==> src/rtl/uart_pkg.sv <==
// Shared definitions for the configurable UART transmitter: FSM state
// encoding, parity mode codes and the parity helper.
package uart_pkg;

  typedef enum logic [2:0] {
    ST_IDLE  = 3'd0,
    ST_START = 3'd1,
    ST_DATA  = 3'd2,
    ST_PAR   = 3'd3,
    ST_STOP  = 3'd4
  } state_t;

  localparam int unsigned PARITY_NONE = 0;
  localparam int unsigned PARITY_ODD  = 1;
  localparam int unsigned PARITY_EVEN = 2;

  // data_xor is the XOR of all data bits; odd parity inverts it.
  function automatic logic parity_bit(input logic data_xor, input int unsigned mode);
    return (mode == PARITY_ODD) ? ~data_xor : data_xor;
  endfunction

endpackage

==> src/rtl/baud_tick.sv <==
// Bit-period timer: counts 0..BAUD_DIV-1, flags the last cycle of each
// period, and restarts at 0 whenever the transmitter changes state.
module baud_tick #(
  parameter int unsigned BAUD_DIV = 217
) (
  input  logic clk,
  input  logic clr,
  input  logic restart,
  output logic tick
);

  localparam int unsigned CW = $clog2(BAUD_DIV);

  logic [CW-1:0] cnt;

  assign tick = (cnt == CW'(BAUD_DIV - 1));

  always_ff @(posedge clk or posedge clr) begin
    if (clr)
      cnt <= '0;
    else if (restart || tick)
      cnt <= '0;
    else
      cnt <= cnt + CW'(1);
  end

endmodule

==> src/rtl/uart_tx_cfg.sv <==
// Configurable UART transmitter with a one-word holding register in front
// of the shift register; frames run back to back while words are queued.
module uart_tx_cfg
  import uart_pkg::*;
#(
  parameter int unsigned BAUD_DIV  = 217,
  parameter int unsigned DATA_BITS = 8,
  parameter int unsigned PARITY    = 0,
  parameter int unsigned STOP_BITS = 1
) (
  input  logic                 clk,
  input  logic                 clr,
  input  logic [DATA_BITS-1:0] tx_data,
  input  logic                 ready,
  output logic                 tdre,
  output logic                 TxD,
  output logic                 busy,
  output logic                 ovr
);

  if (BAUD_DIV < 2 || BAUD_DIV > 65535) begin : g_bad_baud_div
    $error("uart_tx_cfg: BAUD_DIV must be in 2..65535");
  end
  if (DATA_BITS < 5 || DATA_BITS > 9) begin : g_bad_data_bits
    $error("uart_tx_cfg: DATA_BITS must be in 5..9");
  end
  if (PARITY > PARITY_EVEN) begin : g_bad_parity
    $error("uart_tx_cfg: PARITY must be 0, 1 or 2");
  end
  if (STOP_BITS < 1 || STOP_BITS > 2) begin : g_bad_stop_bits
    $error("uart_tx_cfg: STOP_BITS must be 1 or 2");
  end

  localparam int unsigned BW = $clog2(DATA_BITS + 1);

  state_t               state, state_n;
  logic [DATA_BITS-1:0] hold, hold_n;
  logic                 hold_full, hold_full_n;
  logic [DATA_BITS-1:0] shreg, shreg_n;
  logic [BW-1:0]        bitcnt, bitcnt_n;
  logic                 stopcnt, stopcnt_n;
  logic                 par, par_n;
  logic                 txd_r, txd_n;
  logic                 ovr_n;
  logic                 accept, xfer;
  logic                 tick, restart;

  assign tdre   = ~hold_full;
  assign busy   = (state != ST_IDLE);
  assign TxD    = txd_r;
  assign accept = ready & ~hold_full;
  assign ovr_n  = ready & hold_full;
  // Timer restarts on every state entry, including STOP->START reloads.
  assign restart = (state == ST_IDLE) || (state_n != state);

  baud_tick #(
    .BAUD_DIV(BAUD_DIV)
  ) u_baud (
    .clk    (clk),
    .clr    (clr),
    .restart(restart),
    .tick   (tick)
  );

  always_comb begin
    state_n   = state;
    shreg_n   = shreg;
    bitcnt_n  = bitcnt;
    stopcnt_n = stopcnt;
    par_n     = par;
    xfer      = 1'b0;

    unique case (state)
      ST_IDLE: begin
        if (hold_full)
          xfer = 1'b1;
      end
      ST_START: begin
        if (tick) begin
          state_n  = ST_DATA;
          bitcnt_n = '0;
        end
      end
      ST_DATA: begin
        if (tick) begin
          shreg_n = shreg >> 1;
          if (bitcnt == BW'(DATA_BITS - 1)) begin
            state_n   = (PARITY != PARITY_NONE) ? ST_PAR : ST_STOP;
            stopcnt_n = 1'b0;
          end else begin
            bitcnt_n = bitcnt + BW'(1);
          end
        end
      end
      ST_PAR: begin
        if (tick) begin
          state_n   = ST_STOP;
          stopcnt_n = 1'b0;
        end
      end
      ST_STOP: begin
        if (tick) begin
          if (stopcnt == 1'(STOP_BITS - 1)) begin
            if (hold_full)
              xfer = 1'b1;
            else
              state_n = ST_IDLE;
          end else begin
            stopcnt_n = 1'b1;
          end
        end
      end
      default: state_n = ST_IDLE;
    endcase

    // A queued word starts its frame on the same edge the previous one ends.
    if (xfer) begin
      state_n = ST_START;
      shreg_n = hold;
      par_n   = parity_bit(^hold, PARITY);
    end

    hold_n      = accept ? tx_data : hold;
    hold_full_n = accept ? 1'b1 : (xfer ? 1'b0 : hold_full);

    // Line level is computed for the upcoming state so TxD leaves a flop.
    unique case (state_n)
      ST_START: txd_n = 1'b0;
      ST_DATA:  txd_n = shreg_n[0];
      ST_PAR:   txd_n = par_n;
      default:  txd_n = 1'b1;
    endcase
  end

  always_ff @(posedge clk or posedge clr) begin
    if (clr) begin
      state     <= ST_IDLE;
      hold      <= '0;
      hold_full <= 1'b0;
      shreg     <= '0;
      bitcnt    <= '0;
      stopcnt   <= 1'b0;
      par       <= 1'b0;
      txd_r     <= 1'b1;
      ovr       <= 1'b0;
    end else begin
      state     <= state_n;
      hold      <= hold_n;
      hold_full <= hold_full_n;
      shreg     <= shreg_n;
      bitcnt    <= bitcnt_n;
      stopcnt   <= stopcnt_n;
      par       <= par_n;
      txd_r     <= txd_n;
      ovr       <= ovr_n;
    end
  end

endmodule
==> config.mk <==
export PLATFORM = sky130hd
export DESIGN_NAME = uart_tx_cfg
export DESIGN_NICKNAME = d
export VERILOG_FILES = /design/src/rtl/uart_pkg.sv /design/src/rtl/baud_tick.sv /design/src/rtl/uart_tx_cfg.sv
export SDC_FILE = /design/constraint.sdc
export NUM_CORES = 1
export LEC_CHECK = 0
export CAP_MARGIN = 10
export CORE_MARGIN = 2
export CORE_UTILIZATION = 42
export CTS_CLUSTER_SIZE = 8
export DETAILED_ROUTE_END_ITERATION = 16
export GPL_ROUTABILITY_DRIVEN = 0
export SLEW_MARGIN = 10
export SYNTH_ARGS = -nofsm -noshare
export SYNTH_HDL_FRONTEND = slang
export SYNTH_HIERARCHICAL = 1
export SYNTH_SLANG_ARGS = --single-unit
==> constraint.sdc <==
create_clock -name clk -period 3.9 [get_ports clk]
set_input_delay 0.78 -clock clk [delete_from_list [all_inputs] [get_ports clk]]
set_output_delay 0.78 -clock clk [all_outputs]
set_load 0.005 [all_outputs]
======== Yosys cells after proc, flatten, opt, wreduce, memory -nomap -nowiden ========
Cells that the tools add are included.
storage, ports and cells
  output and inout bits ................... 4
  input port bits ......................... 11
  flip-flop bits (word level) ............. 36
  word-level logic and storage cells ...... 76
cells by class
  bitwise operators ....................... 3
  equal/unequal tests ..................... 16
  muxes and demuxes ....................... 31
  reductions and logical operators ........ 13
  add/sub/neg operators ................... 2
operator list
  kind                 number
  $mux 8               4
  $mux 3               8
  $pmux 3 s5           1
  $eq 3x2->1 const B   4
  $mux 4               3
  $mux 1               11
  $add 8x1->8 const B  1
  $eq 8x8->1 const B   1
  $ne 2x1->1 const B   4
  $pmux 4 s2           1
  $reduce_bool 2->1    4
  $reduce_xor 8->1     1
  $eq 3x1->1 const B   2
  $pmux 1 s3           2
  $reduce_bool 3->1    2
  $reduce_and 5->1     1
  $add 4x1->4 const B  1
  $eq 4x3->1 const B   1
  $ne 2x2->1 const B   2
  $reduce_and 4->1     1
  $eq 3x3->1 const B   1
  $logic_not 3->1      1
  $ne 3x3->1           1
  $and 1x1->1          2
  other kinds (4)      5

======== Logic depth before layout (Yosys ltp) ========
Gate-level depths: netlist of the first run.
  word-level depth ........................ 9
  mapped depth ............................ 10
  gate-level depth less buffers ........... 10

======== Hierarchy ========
The synthesis of the first run kept the hierarchy.
modules (own cells, without submodules)
  module       cells each  times used  sequential area each (sq um)  area an instance (sq um)
  uart_tx_cfg  121         1           676.9                         1292.5
  baud_tick    44          1           200.2                         432.9

======== Worst setup path after synthesis of the first run ========
OpenSTA, ideal clock, no wires.
  path kind ............................... register to register
  start point ............................. reg u_baud.cnt[0]
  end point ............................... reg txd_r (netlist: TxD)
  path slack .............................. 1.650 ns
  stages on the path, launching flop included .. 11
  data required time ...................... 3.812 ns
  setup time .............................. 0.088 ns
  data arrival time ....................... 2.163 ns
  path buffers ............................ 1
  clock period less this slack ............ 2.250 ns
  cell sequence ........................... dfrtp_1 > inv_1 > ha_1 > nand4_1 > nor4_1 > and4bb_1 > buf_6 > mux2i_1 > nand2_1 > o21ai_1 > a221oi_2
on the way
  cells in the longest elaborated chain, start to end .. 6
  elaborated cells on any way between the ends .. 17
  classes of those cells .................. eq/ne (4); mux (13)
ends and longest elaborated chain
  item                                             RTL line            RTL
  start: declaration                               baud_tick.sv:14     logic [CW-1:0] cnt;
  start signal: assignment                         baud_tick.sv:24     cnt <= cnt + CW'(1);
  $eq 8x8->1 *                                     baud_tick.sv:16     assign tick = (cnt == CW'(BAUD_DIV - 1));
  named net tick                                   uart_tx_cfg.sv:46   logic tick, restart;
  $mux 3 (tied with other cells)                   uart_tx_cfg.sv:102  if (tick) begin
  $pmux 3 s5 / $pmux 1 s2 (equally long branches)  uart_tx_cfg.sv:73   unique case (state)
  $mux 3                                           uart_tx_cfg.sv:117  if (xfer) begin
  $eq 3x2->1 / $eq 3x1->1 (equally long branches)  uart_tx_cfg.sv:127  unique case (state_n)
  $pmux 1 s3 *                                     uart_tx_cfg.sv:127
  named net txd_n                                  uart_tx_cfg.sv:43   logic txd_r, txd_n;
  end signal: assignment                           uart_tx_cfg.sv:154  txd_r <= txd_n;
  end: declaration                                 uart_tx_cfg.sv:43
Mark *: on every way through the listed nets, which the timed path passes. The rest lies on a longest branch. The select of a mux whose other input is x is not followed.
A chain may end at the register's enable or synchronous reset.

======== Worst setup path after layout of the first run ========
  start point ............................. reg u_baud.cnt[0]
  end point ............................... reg bitcnt[3]
on the way
  cells in the longest elaborated chain, start to end .. 3
  elaborated cells on any way between the ends .. 4
  classes of those cells .................. eq/ne (3); reduce/logical (1)
ends and longest elaborated chain
  item                                 RTL line            RTL
  $eq 8x8->1 *                         baud_tick.sv:16
  named net tick                       uart_tx_cfg.sv:46
  $ne 2x1->1 (no source line)          n/a
  $reduce_and 4->1 (no source line) *  n/a
  end signal: assignment               uart_tx_cfg.sv:151  bitcnt <= bitcnt_n;
  end: declaration                     uart_tx_cfg.sv:40   logic [BW-1:0] bitcnt, bitcnt_n;
Mark *: on every way through the listed nets, which the timed path passes. The rest lies on a longest branch.

==> flow_metrics.py, run 1 <==
metrics = {
    "status": {
        "outcome": "finished, final reports clean",
    },
    "clocking": {
        "clock_latency_ns": 0.28,
        "clock_sinks": 35,
        "post_cts_buffers": 0,
        "h-tree-depth": 2,
        "cts_max_path_buffers": 2,
        "clk_pin_slew_ns": 0.07,
        "ctsHoldBuffers": 0,
        "cts_resized": 0,
        "cts-root-buf": "clkbuf_8",
        "cts_tree": "yes",
        "numCtsBuffers": 5,
    },
    "worst_setup_path": {
        "path_class": "flip-flop to flip-flop",
        "reg2reg_slack_ns": 0.79,
        "cp_max_fo": 11,
        "crit_chain": "inv_1 -> ha_1 -> nand4_1 -> nor4_1 -> and4bb_1 -> o21ai_1 -> or3_1 -> a21oi_1",
        "reg2reg_depth": 8,
        "reg2reg_from": "u_baud/cnt[0]",
        "start_kind": "flip-flop",
        "cp_data_arrival_time_ns": 3.31,
        "cp_top_family": "simple AND/OR/NAND/NOR gates",
        "reg2reg_to": "bitcnt[3]",
        "worstSetupEndpointType": "flip-flop",
        "cp_slowest_cell": "nor4_1",
        "crit_buf_inv": 1,
        "cpPeakStageDelay_ns": 0.75,
        "cp.required_ns": 4.10,
    },
    "drt": {
        "finalWirelength_um": 3133,
        "drc": 0,
        "drt_first_iter_violations": 92,
        "firstDrtPassIters": 4,
        "vias": 1229,
        "drt-vias-per-instance": 5.320,
        "wl_per_cell_um": 13.56,
        "postRouteAntennaNets": 0,
    },
    "cells_and_area": {
        "drive_gt1_frac": 0.09945,
        "utilization": 0.5009,
        "nets": 194,
        "final_area_mm2": 0.001989,
        "area_delta_synth_final_pct": 15.30,
        "antenna_cells_inserted": 0,
        "fin_cells": 231,
    },
    "power": {
        "ir_drop_mv": 0.3197,
        "power.density_mw_per_mm2": 643.5,
        "leakage_nw": 0.8372,
        "finalPower_mw": 1.280,
    },
    "yosys": {
        "synth_top_area_cell": "dfrtp_1",
        "synth_top_cell_area_share": 0.4931,
        "ys.flop_type": "dfrtp_1",
        "syn_inst": 165,
        "synth-seq-cells": 35,
        "ys_async_sr_fraction": 1.000,
        "synthTopCellsByCount": "34 x dfrtp_1, 15 x inv_1, 15 x nor2_1",
        "synth_edf_count": 0,
        "netlist_area_mm2": 0.001725,
        "ys_seq_area_frac": 0.5083,
        "avgSynthCellArea_um2": 10.46,
        "yosysWarningCount": 6,
        "syn_nets": 179,
        "post-synth-top-count-cell": "dfrtp_1",
        "ys_types": 41,
        "yosys-top-cells-area": "dfrtp_1 49%, mux2i_1 4.6%, xnor2_1 3.6%",
    },
    "place": {
        "io_buffer_count": 14,
        "place_inst": 223,
        "dp_hpwl_um": 2324,
        "placedInstanceArea_mm2": 0.001889,
        "dpl_worst_slack_ns": 0.8658,
    },
    "min_path": {
        "worstHoldPathType": "flip-flop to flip-flop",
        "min_to": "par",
        "hold_start": "par",
        "hold_path_depth": 2,
    },
    "global_routing": {
        "grt.overflow.total": 0,
        "grt_pass1_vias": 1282,
        "top_usage_layer": "met2",
        "grtUsageMet2": 0.2828,
        "use_met3": 0.05099,
        "grt_use_total": 0.1684,
        "grt_first_pass_wirelength_um": 5727,
        "antenna_found_initial": 0,
        "grt_start_max_net_pins": 28,
        "grtUsageMet1": 0.2055,
    },
    "sta": {
        "max_slew_margin": 0.3251,
        "rsz0062_at_grt": "false",
        "period_minus_slack_ns": 3.110,
        "setup_viol": 0,
        "clock.fmax_mhz": 321.5,
        "hold_slack_ns": 0.5095,
        "period_share": 0.7974,
        "fin_setup_tns_ns": 0,
        "fin_skew_ns": 0.006699,
        "worstMarginPinSlew_ns": 1.011,
        "slew_violations": 0,
        "hold_viol": 0,
        "fin_ws_ns": 0.7900,
    },
    "floorplan": {
        "core-area_mm2": 0.003971,
        "io_pins": 15,
        "die_h_um": 68.10,
        "rows": 23,
        "start_util": 0.4345,
        "die_area_mm2": 0.004637,
        "die_x_um": 68.10,
    },
    "job": {
        "maxCapViolations": 0,
    },
}
-- per-layer routing --
layer / wire length (µm) / part of all wire / vias up
met5: 0 / 0 / -
met4: 14 / 0.0045 / 0
met3: 103 / 0.033 / 2
met2: 1614 / 0.52 / 22
met1: 1400 / 0.45 / 603
li1: - / - / 602
-- placed cells by master, fill, tap and decap left out, types with 3 or more instances in the layout --
master	count
dfrtp_1	34
clkbuf_8	7
o21ai_1	5
xnor2_1	7
mux2_2	5
a21oi_1	10
o21ai_0	6
nor2_1	15
mux2i_1	8
nand2_1	8
nand3_1	9
ha_1	3
clkdlybuf4s50_1	14
xor2_1	3
inv_1	15
or3_1	4
-- cell type report --
| type | count | area, µm² |
|---|---|---|
| clock buffers | 8 | 100.1 |
| inverters | 15 | 56.30 |
| fillers | 373 | 1982 |
| multi-input cells | 109 | 753.2 |
| flip-flops and latches | 35 | 877.1 |
| repair buffers | 14 | 140.1 |
| well taps | 50 | 62.56 |
-- power breakdown --
part / total, mW / internal [mW] / switching, mW / leakage (nW)
Clock: 0.282 / 0.161 / 0.121 / 0.0515
Combinational: 0.383 / 0.210 / 0.173 / 0.362
Sequential: 0.615 / 0.492 / 0.123 / 0.424
-- worst reg2reg max path: stages, from the launching register on --
cell and delay, ns:
dfrtp_1 0.44, inv_1 0.08, ha_1 0.14, nand4_1 0.16, nor4_1 0.75, and4bb_1 0.66
o21ai_1 0.27, or3_1 0.39, a21oi_1 0.15
-- flip-flops by register name, indices dropped and copies added, names as in the netlist --
name	cells
u_baud/cnt	8
TxD	1
shreg	8
bitcnt	4
ovr	1
hold	8
hold_full	1
par	1
state	3
-- how the worst max path moves through the flow --
stage / cells after the start / endpoint / slack [ns] / start
finish: 8 / bitcnt[3] / 0.79 / u_baud/cnt[0]
floorplan: 10 / TxD / 1.65 / u_baud/cnt[0]
detailed placement: 8 / bitcnt[3] / 0.87 / u_baud/cnt[0]
CTS: 8 / bitcnt[3] / 0.83 / u_baud/cnt[0]
global placement: 8 / bitcnt[3] / 1.12 / u_baud/cnt[0]
global route: 8 / bitcnt[3] / 0.52 / u_baud/cnt[0]
-- cells by family after synthesis --
family / Yosys count / share of synthesized area
mux: 15 / 0.09209
simple gates: 51 / 0.1566
xor+xnor: 10 / 0.05076
buf+inv: 21 / 0.05510
fa+ha+maj: 3 / 0.02176
compound gates: 30 / 0.1153
flops: 35 / 0.5083
Power figures use the tool's default switching activity.
==> run 2: changes to the inputs <==
- clock period: 3.9 -> 2.81 ns (I/O delays scaled with it)
==> run 2 against run 1 <==
Net effect:
- flip-flop and latch count unchanged
- clock skew fell by 0.00067 ns
- cell count increased by 2.2%
- sequential power increased by 39%
- critical path type unchanged
- largest power group unchanged
==> flow_metrics.py, run 2 (synthesis results as in run 1) <==
metrics = {
    "global_routing": {
        "grt_first_pass_wirelength_um": 5444,
        "top_usage_layer": "met2",
        "grt_start_max_net_pins": 28,
        "grtUsageMet1": 0.1768,
        "antenna_found_initial": 0,
        "grt.overflow.total": 0,
        "grt_pass1_vias": 1225,
        "use_met3": 0.05757,
        "grt_use_total": 0.1649,
        "grtUsageMet2": 0.2888,
    },
    "cells_and_area": {
        "fin_cells": 236,
        "area_delta_synth_final_pct": 17.69,
        "n_fill_cell": 377,
        "antenna_cells_inserted": 0,
        "final_area_mm2": 0.002031,
        "drive_gt1_frac": 0.1290,
        "utilization": 0.5113,
        "layout_commonest_cell": "dfrtp_1",
        "reg_top3": "hold: 8 flops, shreg: 8 flops, u_baud/cnt: 8 flops",
        "nets": 199,
        "final_cell_mix": "34 x dfrtp_1, 15 x inv_1, 15 x nor2_1, 14 x clkdlybuf4s50_1, 10 x a21oi_1",
    },
    "sta": {
        "slew_violations": 0,
        "period_minus_slack_ns": 2.306,
        "fin_skew_ns": 0.006028,
        "worstMarginPinSlew_ns": 0.5336,
        "setup_viol": 0,
        "fin_ws_ns": 0.5044,
        "hold_slack_ns": 0.5102,
        "rsz0062_at_grt": "false",
        "fin_setup_tns_ns": 0,
        "max_slew_margin": 0.6430,
        "period_share": 0.8205,
        "clock.fmax_mhz": 433.7,
        "hold_viol": 0,
    },
    "power": {
        "finalPower_mw": 1.802,
        "leakage_nw": 0.8615,
        "ir_drop_mv": 0.6530,
        "power.density_mw_per_mm2": 887.4,
    },
    "job": {
        "maxCapViolations": 0,
    },
    "clocking": {
        "cts_max_path_buffers": 2,
        "h-tree-depth": 2,
        "cts_tree": "yes",
        "clock_latency_ns": 0.28,
        "cts-root-buf": "clkbuf_8",
        "clock_sinks": 35,
        "cts_resized": 0,
        "ctsHoldBuffers": 0,
        "numCtsBuffers": 5,
        "clk_pin_slew_ns": 0.07,
        "post_cts_buffers": 0,
    },
    "place": {
        "place_inst": 228,
        "dpl_worst_slack_ns": 0.5580,
        "placedInstanceArea_mm2": 0.001927,
        "io_buffer_count": 14,
        "dp_hpwl_um": 2326,
    },
    "drt": {
        "vias": 1251,
        "finalWirelength_um": 3229,
        "postRouteAntennaNets": 0,
        "wl_per_cell_um": 13.68,
        "drt-vias-per-instance": 5.301,
        "firstDrtPassIters": 4,
        "drc": 0,
        "drt_first_iter_violations": 59,
    },
    "floorplan": {
        "core-area_mm2": 0.003971,
        "die_area_mm2": 0.004637,
        "io_pins": 15,
        "die_x_um": 68.10,
        "die_h_um": 68.10,
        "start_util": 0.4345,
        "rows": 23,
    },
    "min_path": {
        "hold_start": "par",
        "worstHoldPathType": "flip-flop to flip-flop",
    },
    "worst_setup_path": {
        "cp.required_ns": 3.02,
        "cp_max_fo": 7,
        "worstSetupEndpointType": "flip-flop",
        "crit_start": "u_baud/cnt[0]",
        "cp_data_arrival_time_ns": 2.51,
        "path_class": "flip-flop to flip-flop",
        "start_kind": "flip-flop",
        "reg2reg_from": "u_baud/cnt[0]",
    },
    "status": {
        "outcome": "finished, final reports clean",
    },
}
-- run 2: cell types whose count changed in the layout (fill, tap and decap cells not counted), sizes merged --
cell / change
clkinvlp: +1
buf: +5
clkbuf: -1
-- run 2: path summary, 6_finish.rpt --
check / end / slack, ns / cells past startpoint
max: bitcnt[3] / 0.50 / 9
min: par / 0.51 / 2
min in group asynchronous: u_baud/cnt[0] / 0.55 / 2
max in group asynchronous: TxD / 1.82 / 3
max reg2reg: bitcnt[3] / 0.50 / 9
min reg2reg: par / 0.51 / 2
-- run 2: power by group --
group,total (mW),internal [mW],switching [mW]
clock network,0.403,0.223,0.180
registers,0.854,0.682,0.172
logic,0.545,0.298,0.247
total,1.80,1.20,0.598
-- run 2: critical path, stage by stage (launching register included) --
cell      delay, ns
dfrtp_1        0.44
inv_1          0.08
ha_1           0.13
nand4_1        0.17
nor4_1         0.22
buf_4          0.19
and4bb_1       0.30
o21ai_1        0.18
or3_1          0.37
a21oi_1        0.14
-- run 2: area by class of cell --
cell class	instances	area (µm²)	area share
clock buffer	7	96.34	0.04744
clock inverter	1	7.507	0.003697
inverter	15	56.30	0.02773
multi-input combinational	109	753.2	0.3709
sequential	35	877.1	0.4319
tap	50	62.56	0.03081
timing repair buffer	19	177.7	0.08749
-- run 2: routing by layer --
layer,vias to the layer above,share of wire
li1,603,-
met1,600,0.41
met2,37,0.52
met3,11,0.048
met4,0,0.024
met5,-,0
